==> config.mk <==
export PLATFORM = sky130hd
export DESIGN_NAME = sram_arbiter
export DESIGN_NICKNAME = d
export VERILOG_FILES = /design/src/rtl/sram_arbiter.sv
export SDC_FILE = /design/constraint.sdc
export NUM_CORES = 1
export LEC_CHECK = 0
export CORE_MARGIN = 1.5
export CORE_UTILIZATION = 36
export CTS_CLUSTER_DIAMETER = 80
export CTS_CLUSTER_SIZE = 40
export DETAILED_ROUTE_END_ITERATION = 16
export MAX_ROUTING_LAYER = met4
export PLACE_DENSITY_LB_ADDON = 0.3
export SYNTH_ARGS = -nofsm -noshare
export SYNTH_HDL_FRONTEND = slang
export SYNTH_SLANG_ARGS = --single-unit
==> constraint.sdc <==
create_clock -name clk -period 1.37 [get_ports clk]
set_input_delay 0.2055 -clock clk [delete_from_list [all_inputs] [get_ports clk]]
set_output_delay 0.2055 -clock clk [all_outputs]
set_load 0.005 [all_outputs]
==> src/rtl/sram_arbiter.sv <==
// sram_arbiter: two-port arbiter and access sequencer in front of the single-port SRAM controller.
// Build option SRAM_ARB_RR_EN selects round-robin arbitration; undefined gives port 0 fixed priority.
module sram_arbiter #(
    parameter int ADDR_W = 18,
    parameter int DATA_W = 16
) (
    input  logic              clk,
    input  logic              reset,
    input  logic              p0_req,
    input  logic              p0_rw,
    input  logic [ADDR_W-1:0] p0_addr,
    input  logic [DATA_W-1:0] p0_wdata,
    output logic              p0_ack,
    output logic              p0_done,
    output logic [DATA_W-1:0] p0_rdata,
    input  logic              p1_req,
    input  logic              p1_rw,
    input  logic [ADDR_W-1:0] p1_addr,
    input  logic [DATA_W-1:0] p1_wdata,
    output logic              p1_ack,
    output logic              p1_done,
    output logic [DATA_W-1:0] p1_rdata,
    output logic              mem,
    output logic              rw,
    output logic [ADDR_W-1:0] addr,
    output logic [DATA_W-1:0] data_f2s,
    input  logic              ready,
    input  logic [DATA_W-1:0] data_s2f,
    output logic              busy,
    output logic              owner,
    output logic [1:0]        dbg_state
);

    typedef enum logic [1:0] {
        S_IDLE  = 2'd0,
        S_ISSUE = 2'd1,
        S_WAIT  = 2'd2,
        S_DONE  = 2'd3
    } state_t;

    state_t              r_state;
    logic                r_wait_first;
    logic                r_mem;
    logic                r_rw;
    logic [ADDR_W-1:0]   r_addr;
    logic [DATA_W-1:0]   r_wdata;
    logic                r_ack0;
    logic                r_ack1;
    logic                r_done0;
    logic                r_done1;
    logic [DATA_W-1:0]   r_rdata0;
    logic [DATA_W-1:0]   r_rdata1;
    logic                r_busy;
    logic                r_owner;
    logic                w_any_req;
    logic                w_winner;
`ifdef SRAM_ARB_RR_EN
    logic                r_last;
`endif

    // Handshake: a port holds req (with rw/addr/wdata stable) until ack; ack pulses in the
    // cycle the access is issued and the port may change its inputs from the next cycle.
    // done pulses once when that access has finished, with rdata valid for reads.
    always_comb begin
        w_any_req = p0_req | p1_req;
`ifdef SRAM_ARB_RR_EN
        if (p0_req && p1_req) begin
            w_winner = ~r_last;
        end else begin
            w_winner = ~p0_req;
        end
`else
        w_winner = ~p0_req;
`endif
    end

    always_ff @(posedge clk) begin
        if (reset) begin
            r_state      <= S_IDLE;
            r_wait_first <= 1'b0;
            r_mem        <= 1'b0;
            r_rw         <= 1'b1;
            r_addr       <= '0;
            r_wdata      <= '0;
            r_ack0       <= 1'b0;
            r_ack1       <= 1'b0;
            r_done0      <= 1'b0;
            r_done1      <= 1'b0;
            r_rdata0     <= '0;
            r_rdata1     <= '0;
            r_busy       <= 1'b0;
            r_owner      <= 1'b0;
`ifdef SRAM_ARB_RR_EN
            r_last       <= 1'b1;
`endif
        end else begin
            r_mem   <= 1'b0;
            r_ack0  <= 1'b0;
            r_ack1  <= 1'b0;
            r_done0 <= 1'b0;
            r_done1 <= 1'b0;
            case (r_state)
                S_IDLE: begin
                    if (ready && w_any_req) begin
                        r_owner <= w_winner;
                        r_rw    <= w_winner ? p1_rw    : p0_rw;
                        r_addr  <= w_winner ? p1_addr  : p0_addr;
                        r_wdata <= w_winner ? p1_wdata : p0_wdata;
                        r_mem   <= 1'b1;
                        r_ack0  <= ~w_winner;
                        r_ack1  <= w_winner;
                        r_busy  <= 1'b1;
                        r_state <= S_ISSUE;
                    end
                end
                S_ISSUE: begin
                    r_wait_first <= 1'b1;
                    r_state      <= S_WAIT;
`ifdef SRAM_ARB_RR_EN
                    r_last       <= r_owner;
`endif
                end
                S_WAIT: begin
                    // The controller drops ready one cycle after mem, so the first WAIT cycle
                    // still sees the stale idle indication and must be skipped.
                    r_wait_first <= 1'b0;
                    if (!r_wait_first && ready) begin
                        r_done0 <= ~r_owner;
                        r_done1 <= r_owner;
                        if (r_rw) begin
                            if (r_owner) begin
                                r_rdata1 <= data_s2f;
                            end else begin
                                r_rdata0 <= data_s2f;
                            end
                        end
                        r_state <= S_DONE;
                    end
                end
                S_DONE: begin
                    r_rw    <= 1'b1;
                    r_busy  <= 1'b0;
                    r_state <= S_IDLE;
                end
                default: begin
                    r_state <= S_IDLE;
                end
            endcase
        end
    end

    assign mem       = r_mem;
    assign rw        = r_rw;
    assign addr      = r_addr;
    assign data_f2s  = r_wdata;
    assign p0_ack    = r_ack0;
    assign p1_ack    = r_ack1;
    assign p0_done   = r_done0;
    assign p1_done   = r_done1;
    assign p0_rdata  = r_rdata0;
    assign p1_rdata  = r_rdata1;
    assign busy      = r_busy;
    assign owner     = r_owner;
    assign dbg_state = r_state;

endmodule
==> metrics <==
post-DR wirelength/cell=15.4 um; Placer Congestion=0.739; Worst Setup Start Kind=flip-flop; Crit-path slowest cell=dfxtp_4; Max Cap Viol=0; largest net degree at the start of global routing=37; slew at the pin closest to its max-slew limit=0.310 ns; syn nets=385; via count of the first global-routing pass=2,922; clk buf depth=2; Synth Warn #=0; synthesized area=3250 um2; CP delay by family, top=flip-flops; Lkg Pwr=2.54 nW; Die Wd=98.0 um; CP cell instances=buf_6 -> ha_4 -> nand3b_4 -> nor3b_4 -> buf_12 -> mux2i_1; Worst R2R Start=dbg_state[1]; r2r setup slk=-0.03 ns; hold depth=3; failing checks=setup timing; IO Pins=167; commonest non-fill, non-tap cell in the layout=clkdlybuf4s50_1; Synth Instances=289; RSZ-0062 raised after global routing=yes; HP Start=p0_req; gr ovfl total=0; global-route wire length before repair=14.0 mm; Synth Register Bits=77; Pre-antenna DRT Iters=4; via/cell ratio=4.85; post-layout util=0.622; CTS root buf=clkbuf_8; n_diodes=0; PD cells=1210 nW/um2; worst r2r dst=p0_rdata[10]; Tmin final=1.40 ns; sequential cell area fraction in the yosys report=0.474; syn avg cell area=11.2 um2; Cell Area, Placed=5150 um2; Synth cell types=32; core footprint=8720 um2; hold endpoint=rw; Detailed Place HPWL=6.67 mm; worst hold path class=in -> reg; via count=2,814; Rows=34; Die H=98.0 um; # clock sinks=77; Power Total=0.00658 W; Buffers on Ports=166; ys flop type=dfxtp_1; Worst-path clk slew=0.07 ns; Clock Latency Late Sink=0.35 ns; period utilization=1.02; setup slack at placement=-0.344 ns; Crit path arrival time=1.66 ns; status=finished, violations left; FF-to-FF path depth=6; layout cells sized above 1=0.155; peak supply drop=0.559 mV; die area=9610 um2; DRC=0; critical path class=reg -> reg; post-route ant nets=0; slowest stage delay, CP=0.36 ns; synth-to-layout area growth=67.0%; nets=563; # fillers=748; post-route cell area=5430 um2; GRT Resource Usage Total=0.188; CTS tree=done; commonest non-fill, non-tap cells in the layout=clkdlybuf4s50_1 (89), dlygate4sd2_1 (76), mux2i_1 (67), dfxtp_1 (56), nand2b_1 (51); Layout Skew=0.00870 ns; Buf/Inv on CP=2; ys async rst share=0; final hold violations=0; fin cells=580; Post-synth EDFFs=0; Worst Path Max Fanout=13; starting density of the core=0.373; nature of the critical path endpoint=flip-flop; initial antenna violation count=0; Worst Setup Slack, final=-0.0284 ns; CP Data Required Time=1.63 ns; CTS Buf Count=9; placed insts=560; Final Setup Violations=2; htree depth=3; drt total wl=8.91 mm; Final Max Slew Viols=0; maximum clock rate=0.715 GHz; worst rel slew slack=0.792; cts hold-fix bufs=0; initial detailed-routing violation count=65
stage by stage:
step	hold WS, ns	TNS (ns)
3_5_place_dp	0.447	-20.12
5_1_grt	0.282	-1.21
4_1_cts	0.270	-0.0604
3_3_place_gp	0.444	-14.82
6_report	0.282	-0.0287
2_1_floorplan	0.374	-0.180
Yosys cell counts, drive strengths merged (2+ instances only):
cell | instances | area (um2)
nand2b | 52 | 325
o2bb2ai | 36 | 315
dfxtp | 77 | 1540
inv | 5 | 18.8
nor3b | 2 | 26.3
nor3 | 2 | 10.0
mux2i | 67 | 671
ha | 5 | 62.6
buf | 15 | 92.6
clkbuf | 7 | 27.5
nor2 | 5 | 21.3
worst register-to-register path: stages, from the launching register on:
cell	delay (ns)
dfxtp_4	0.36
buf_6	0.10
ha_4	0.14
nand3b_4	0.10
nor3b_4	0.22
buf_12	0.19
mux2i_1	0.22
worst max-delay path by stage:
stage                 startpoint            to  slack [ns]  cells past startpoint
floorplan           dbg_state[1]       addr[0]      -0.006                      7
detailed placement         ready   data_f2s[5]       -0.34                      5
global placement           ready  p0_rdata[14]       -0.27                      4
finish              dbg_state[1]  p0_rdata[10]       -0.03                      6
global route        dbg_state[1]  p0_rdata[10]       -0.12                      6
CTS                 dbg_state[1]  p0_rdata[10]       -0.04                      6
routing by layer:
metal / up-vias / GRT usage / part of all wire
met5: - / - / 0
met3: 14 / 0.0530 / 0.066
met2: 108 / 0.318 / 0.49
met1: 1305 / 0.210 / 0.42
met4: 0 / 0.0714 / 0.019
li1: 1387 / - / -
where the power goes:
| part | switching, W | internal [W] |
|---|---|---|
| Combinational | 0.000769 | 0.00108 |
| Clock | 0.000812 | 0.00126 |
| Sequential | 0.000147 | 0.00251 |
cell families after synthesis:
family,share of synthesized area
simple gates,0.139
buf+inv,0.0427
mux,0.206
fa+ha+maj,0.0192
compound gates,0.119
flops,0.474
registers in the layout, summed over array words and instances, names as in the netlist:
signal	count
mem	1
rw	1
p1_rdata	16
p1_ack	1
p0_done	1
owner	1
data_f2s	16
r_wait_first	1
addr	18
p1_done	1
dbg_state	2
p0_rdata	16
busy	1
p0_ack	1
area by class of cell:
class	instances	area, um2	share of cell area
Timing Repair Buffer	189	1820	0.336
Multi-Input combinational cell	185	1640	0.302
Sequential cell	77	1570	0.290
Clock buffer	12	145	0.0267
Tap cell	108	135	0.0249
Clock inverter	4	95.1	0.0175
Inverter	5	21.3	0.00392
what timing repair did:
item / CTS / global route
pin swaps: 0 / 2
gates resized for setup: 103 / 5
gates cloned: 0 / 1
setup endpoints to repair: 116 / 55
buffers inserted: 1 / 2
Power figures use the tool's default switching activity.
